`config.mk`:
```
export PLATFORM = sky130hd
export DESIGN_NAME = game_master_fsm_multi
export DESIGN_NICKNAME = d
export VERILOG_FILES = /design/src/rtl/game_master_pkg.sv /design/src/rtl/game_score_counter.sv /design/src/rtl/game_master_fsm_multi.sv
export SDC_FILE = /design/constraint.sdc
export NUM_CORES = 1
export LEC_CHECK = 0
export ABC_AREA = 1
export CORE_UTILIZATION = 44
export DETAILED_ROUTE_END_ITERATION = 10
export PLACE_DENSITY = 0.78
export SYNTH_ARGS = -nofsm -noshare
export SYNTH_HDL_FRONTEND = slang
export SYNTH_HIERARCHICAL = 1
export SYNTH_SLANG_ARGS = --single-unit
```
`constraint.sdc`:
```
create_clock -name clk -period 1.7 [get_ports clk]
set_clock_uncertainty 0.15 [all_clocks]
set_input_delay 0.34 -clock clk [delete_from_list [all_inputs] [get_ports clk]]
set_output_delay 0.34 -clock clk [all_outputs]
set_load 0.01 [all_outputs]
```
`src/rtl/game_master_pkg.sv`:
```
// Shared definitions for the torpedo game master: state encoding and the
// magazine size limit imposed by the 4-bit shots_left output.
package game_master_pkg;

    localparam logic [2:0] ST_START  = 3'd0;
    localparam logic [2:0] ST_AIM    = 3'd1;
    localparam logic [2:0] ST_SHOOT  = 3'd2;
    localparam logic [2:0] ST_RELOAD = 3'd3;
    localparam logic [2:0] ST_END    = 3'd4;

    typedef enum logic [2:0] {
        S_START  = ST_START,
        S_AIM    = ST_AIM,
        S_SHOOT  = ST_SHOOT,
        S_RELOAD = ST_RELOAD,
        S_END    = ST_END
    } state_t;

    // shots_left is 4 bits wide, so the magazine cannot exceed 15 torpedoes.
    localparam int MAX_SHOTS_LIMIT = 15;

endpackage

```
`src/rtl/game_score_counter.sv`:
```
// Saturating hit accumulator: adds the number of targets hit this cycle to
// the score and clamps at all ones instead of wrapping.
module game_score_counter #(
    parameter int N_TARGETS = 2,
    parameter int SCORE_W   = 8
) (
    input  logic                 clk,
    input  logic                 reset_n,
    input  logic [N_TARGETS-1:0] hit,
    output logic [SCORE_W-1:0]   score
);

    localparam int CNT_W = $clog2(N_TARGETS + 1);
    localparam int SUM_W = SCORE_W + CNT_W;

    logic [CNT_W-1:0] hit_count;
    logic [SUM_W-1:0] sum;

    // Population count of the hit vector.
    always_comb begin
        hit_count = '0;
        for (int i = 0; i < N_TARGETS; i++) begin
            hit_count = hit_count + CNT_W'(hit[i]);
        end
    end

    assign sum = SUM_W'(score) + SUM_W'(hit_count);

    // Accumulate, saturating when the sum overflows the score width.
    always_ff @(posedge clk or negedge reset_n) begin
        if (!reset_n) begin
            score <= '0;
        end else if (|hit) begin
            if (|sum[SUM_W-1:SCORE_W]) begin
                score <= '1;
            end else begin
                score <= sum[SCORE_W-1:0];
            end
        end
    end

endmodule

```
`src/rtl/game_master_fsm_multi.sv`:
```
// Torpedo game master for N_TARGETS targets with a limited magazine.
// Phases: START | AIM | SHOOT | RELOAD | END. All outputs are registered
// from the next state, so they are valid in the first cycle of each state.
// Optional feature macro: GAME_MASTER_SCORE_EN builds the score counter;
// without it score is tied to zero.
module game_master_fsm_multi
    import game_master_pkg::*;
#(
    parameter int N_TARGETS = 2,
    parameter int MAX_SHOTS = 3,
    parameter int SCORE_W   = 8
) (
    input  logic                 clk,
    input  logic                 reset_n,
    input  logic                 key,
    input  logic [N_TARGETS-1:0] target_within_screen,
    input  logic                 torpedo_within_screen,
    input  logic [N_TARGETS-1:0] collision,
    input  logic                 end_of_game_timer_running,
    output logic [N_TARGETS-1:0] target_write_xy,
    output logic [N_TARGETS-1:0] target_write_dxy,
    output logic [N_TARGETS-1:0] target_enable_update,
    output logic                 torpedo_write_xy,
    output logic                 torpedo_write_dxy,
    output logic                 torpedo_enable_update,
    output logic                 end_of_game_timer_start,
    output logic                 game_won,
    output logic [N_TARGETS-1:0] alive,
    output logic [3:0]           shots_left,
    output logic [SCORE_W-1:0]   score
);

    localparam int         SHOTS_CLAMP = (MAX_SHOTS > MAX_SHOTS_LIMIT) ? MAX_SHOTS_LIMIT : MAX_SHOTS;
    localparam logic [3:0] SHOTS_INIT  = SHOTS_CLAMP[3:0];

    state_t               state, state_nx;
    logic [N_TARGETS-1:0] hit, alive_nx;
    logic [N_TARGETS-1:0] t_wxy_nx, t_wdxy_nx, t_en_nx;
    logic                 p_wxy_nx, p_wdxy_nx, p_en_nx, t_start_nx, won_nx;
    logic [3:0]           shots_nx;
    logic                 escape;

    assign hit    = (state == S_SHOOT) ? (collision & alive) : '0;
    assign escape = |(alive & ~target_within_screen);

    // Next-state decision, then the registered outputs implied by that state.
    always_comb begin
        state_nx   = state;
        alive_nx   = alive;
        shots_nx   = shots_left;
        won_nx     = game_won;
        t_wxy_nx   = '0;
        t_wdxy_nx  = '0;
        t_en_nx    = '0;
        p_wxy_nx   = 1'b0;
        p_wdxy_nx  = 1'b0;
        p_en_nx    = 1'b0;
        t_start_nx = 1'b0;

        case (state)
            // Out of reset the START actions have not been issued yet, which
            // shows as a low torpedo_write_xy; hold START one cycle to issue them.
            S_START: state_nx = torpedo_write_xy ? S_AIM : S_START;
            S_AIM: begin
                if (escape) begin
                    state_nx = S_END;
                end else if (key) begin
                    state_nx = S_SHOOT;
                    shots_nx = shots_left - 4'd1;
                end
            end
            S_SHOOT: begin
                alive_nx = alive & ~hit;
                if (|hit) begin
                    state_nx = S_RELOAD;
                end else if (escape) begin
                    state_nx = S_END;
                end else if (!torpedo_within_screen) begin
                    state_nx = S_RELOAD;
                end
            end
            S_RELOAD: begin
                if (alive == '0) begin
                    state_nx = S_END;
                end else if (shots_left == 4'd0) begin
                    state_nx = S_END;
                end else begin
                    state_nx = S_AIM;
                end
            end
            S_END:   state_nx = end_of_game_timer_running ? S_END : S_START;
            default: state_nx = S_START;
        endcase

        case (state_nx)
            S_START: begin
                t_wxy_nx  = '1;
                t_wdxy_nx = '1;
                p_wxy_nx  = 1'b1;
                alive_nx  = '1;
                shots_nx  = SHOTS_INIT;
                won_nx    = 1'b0;
            end
            S_AIM:   t_en_nx = alive_nx;
            S_SHOOT: begin
                t_en_nx   = alive_nx;
                p_en_nx   = 1'b1;
                p_wdxy_nx = (state != S_SHOOT);
            end
            S_RELOAD: begin
                t_en_nx  = alive_nx;
                p_wxy_nx = 1'b1;
            end
            S_END: begin
                if (state != S_END) begin
                    t_start_nx = 1'b1;
                    won_nx     = (alive_nx == '0);
                end
            end
            default: ;
        endcase
    end

    // State and output registers.
    always_ff @(posedge clk or negedge reset_n) begin
        if (!reset_n) begin
            state                   <= S_START;
            alive                   <= '0;
            shots_left              <= '0;
            game_won                <= 1'b0;
            target_write_xy         <= '0;
            target_write_dxy        <= '0;
            target_enable_update    <= '0;
            torpedo_write_xy        <= 1'b0;
            torpedo_write_dxy       <= 1'b0;
            torpedo_enable_update   <= 1'b0;
            end_of_game_timer_start <= 1'b0;
        end else begin
            state                   <= state_nx;
            alive                   <= alive_nx;
            shots_left              <= shots_nx;
            game_won                <= won_nx;
            target_write_xy         <= t_wxy_nx;
            target_write_dxy        <= t_wdxy_nx;
            target_enable_update    <= t_en_nx;
            torpedo_write_xy        <= p_wxy_nx;
            torpedo_write_dxy       <= p_wdxy_nx;
            torpedo_enable_update   <= p_en_nx;
            end_of_game_timer_start <= t_start_nx;
        end
    end

`ifdef GAME_MASTER_SCORE_EN
    game_score_counter #(
        .N_TARGETS(N_TARGETS),
        .SCORE_W  (SCORE_W)
    ) u_score (
        .clk    (clk),
        .reset_n(reset_n),
        .hit    (hit),
        .score  (score)
    );
`else
    assign score = '0;
`endif

endmodule

```
==> impl_metrics.yaml <==
worst_setup_path:
  path_delay_family: "simple AND/OR/NAND/NOR gates"
  regToRegSetupSlack_ns: -0.008
  arrival_ns: 1.74
  start_kind: "register"
  required_ns: 1.73
  path_class: "reg2reg"
  crit_path_top_delay_cell: "dfrtp_2"
  worstReg2RegStart: "state[1]"
  crit_buf_inv: 2
  crit_fanout: 5
  reg2reg_depth: 8
  cp-end-kind: "register"
  cpPeakStageDelay_ns: 0.46
  worstPathCellList: "buf_4 -> nor3_2 -> nand2_1 -> nand2_2 -> a21oi_4 -> nand3_4 -> inv_4 -> or2_1"
  r2r_end: "alive[0]"
yosys:
  yosysWarnings: 6
  yosys-top-cells-count: "29 x nand2_1, 17 x dfrtp_1, 13 x inv_1, 11 x buf_4, 9 x nor2_1"
  synth-seq-cells: 17
  yosysTopAreaCellShare_pct: 43.3
  synth_top_area_cell: "dfrtp_1"
  syn_avg_cell_area_um2: 8.47
  synthesis.area_um2: 982
  ys.flop_type: "dfrtp_1"
  synth_edf_count: 0
  synthArstFlopShare_pct: 100
  synth_cells: 116
  yosysSeqAreaShare_pct: 43.3
  synth_cell_type_count: 26
  post-synth-top-count-cell: "nand2_1"
  synth_area_leaders: "dfrtp_1 43%, nand2_1 11%, buf_4 8.4%"
cells_and_area:
  drive_gt1_share_pct: 36.0
  syn_to_final_growth_pct: 53.1
  fin_util_pct: 74.4
  diodes: 0
  nets: 176
outcome:
  status: "complete, but fails checks"
  violations: "negative setup slack"
global_routing:
  grt_usage_pct: 20.3
  use_met2_pct: 33.3
  grt_pass1_vias: 846
  grt-busiest-layer: "met2"
  overflow: 0
  grt_use_met3_pct: 1.87
  grt_max_degree: 18
  grt_pass1_wl_mm: 3.68
  gr-usage-met1_pct: 26.2
  antenna_found_initial: 0
timing:
  slew_viol_final: 0
  setup_viol: 2
  fin_crit_ns: 1.71
  grt_setup_unrepaired: "true"
  hold_viol_final: 0
  fin_crit_sh_pct: 100
  setup_tns_ns: -0.0117
  worst_slack_ns: -0.00812
  max_freq_ghz: 0.585
routing:
  drt-initial-drc-count: 26
  post_drt_wl_per_cell_um: 14.0
  routed_wl_mm: 2.68
  vias_per_cell: 5.05
  ant_nets: 0
  dr.pass1.iters: 4
  routed-via-count: 964
  drcViolationCount: 0
die:
  die_y_um: 49.2
  die_area_um2: 2430
  initial_core_util_pct: 48.6
  rows: 16
  fp.dieW_um: 49.2
  core_um2: 2020
  ioPinCount: 34
clocking:
  cts_root_buf: "clkbuf_4"
  cts_made_buffers: 3
  clk_latency_ns: 0.28
  cts_tree: "yes"
  htreeDepth: 1
  clkSlewWorstSetupHoldPaths_ns: 0.09
  clock_sinks: 17
  clockBufferDepth: 2
min_path:
  hold_class: "in2async"
pwr:
  p_leak_uw: 0.000852
  power_density_nw_per_um2: 1140
  power.total_uw: 1720
  ir_drop_v: 0.000933
placement:
  gp_congestion: 0.927
  dp_hpwl_mm: 1.65
  dpl_worst_slack_ns: -0.260
  portBuffers: 25
flow_run:
  cap_violations: 0
==> cell families after synthesis <==
kind of cell | after synthesis | synth area share, %
AND/OR/NAND/NOR | 56 | 28.7
buffers and inverters | 29 | 15.5
flip-flops | 17 | 43.3
AO/OA/AOI/OAI | 9 | 7.77
XOR/XNOR | 2 | 1.78
adder cells (fa/ha/maj) | 2 | 2.55
other | 1 | 0.382
==> power by group <==
| part | internal [µW] | switching [µW] |
|---|---|---|
| Clock | 91.0 | 118 |
| Combinational | 427 | 514 |
| Sequential | 495 | 74.2 |
==> cells in the final DEF (no fill, tap or decap), drive strengths merged <==
cell           synthesis  routed
clkbuf                 0       4
or2                    2       2
xor2                   2       2
nand2                 31      31
a21oi                  5       5
nor3                   4       4
clkdlybuf4s50          0      10
buf                   11      23
nand3                  5       5
o31ai                  1       1
nor2                  12      12
o211ai                 1       1
ha                     2       2
dlymetal6s2s           0       9
inv                   18      18
dlygate4sd2            0       6
o21ai                  2       2
nand4                  2       2
dfrtp                 17      17
conb                   1       8
==> worst register-to-register path, stage by stage (launching register included) <==
cell     delay, ns
dfrtp_2       0.46
buf_4         0.15
nor3_2        0.24
nand2_1       0.11
nand2_2       0.10
a21oi_4       0.05
nand3_4       0.10
inv_4         0.06
or2_1         0.20
==> state kept, by name (all words and copies together) (netlist names) <==
name,count
end_of_game_timer_start,1
torpedo_write_dxy,1
torpedo_enable_update,1
alive,2
shots_left,4
state,3
target_enable_update,2
target_write_dxy,1
torpedo_write_xy,1
game_won,1
==> timing repair <==
| action | 4_1_cts | 5_1_grt |
|---|---|---|
| hold buffers | 0 | 0 |
| setup buffers | 4 | 8 |
| gates resized for setup | 6 | 34 |
| pin swaps | 0 | 9 |
| setup endpoints to repair | 10 | 19 |
==> per-stage QoR <==
step | cells | cell area (µm²) | hold WS [ns]
after floorplan | 123 | 1010 | -0.106
after global placement | 175 | 1290 | 0.372
after detailed placement | 175 | 1290 | 0.364
after CTS | 183 | 1340 | 0.226
after global routing | 191 | 1500 | 0.245
final | 191 | 1500 | 0.219
==> worst max path at each step <==
stage                     cells past startpoint       endpoint                     from
final                                         8       alive[0]                 state[1]
after global routing                          8       alive[1]                 state[1]
after CTS                                     1       alive[1]                 alive[1]
after detailed placement                      8  shots_left[3]  target_within_screen[0]
after global placement                        8  shots_left[3]  target_within_screen[0]
after floorplan                              12       game_won            shots_left[0]
==> cell type report <==
class,count,area [µm²]
Clock buffer,4,26.3
Fill cell,133,518
Inverter,18,70.1
Multi-Input combinational cell,77,497
Sequential cell,17,428
Tap cell,27,33.8
Timing Repair Buffer,48,449
==> per-layer routing <==
layer	share of wire [%]	vias up	wire length (µm)
met4	3.5	0	95
li1	-	434	-
met3	4.1	8	111
met5	0	-	0
met2	52	43	1400
met1	40	479	1070
No activity file was read; power rests on OpenSTA's default activity.
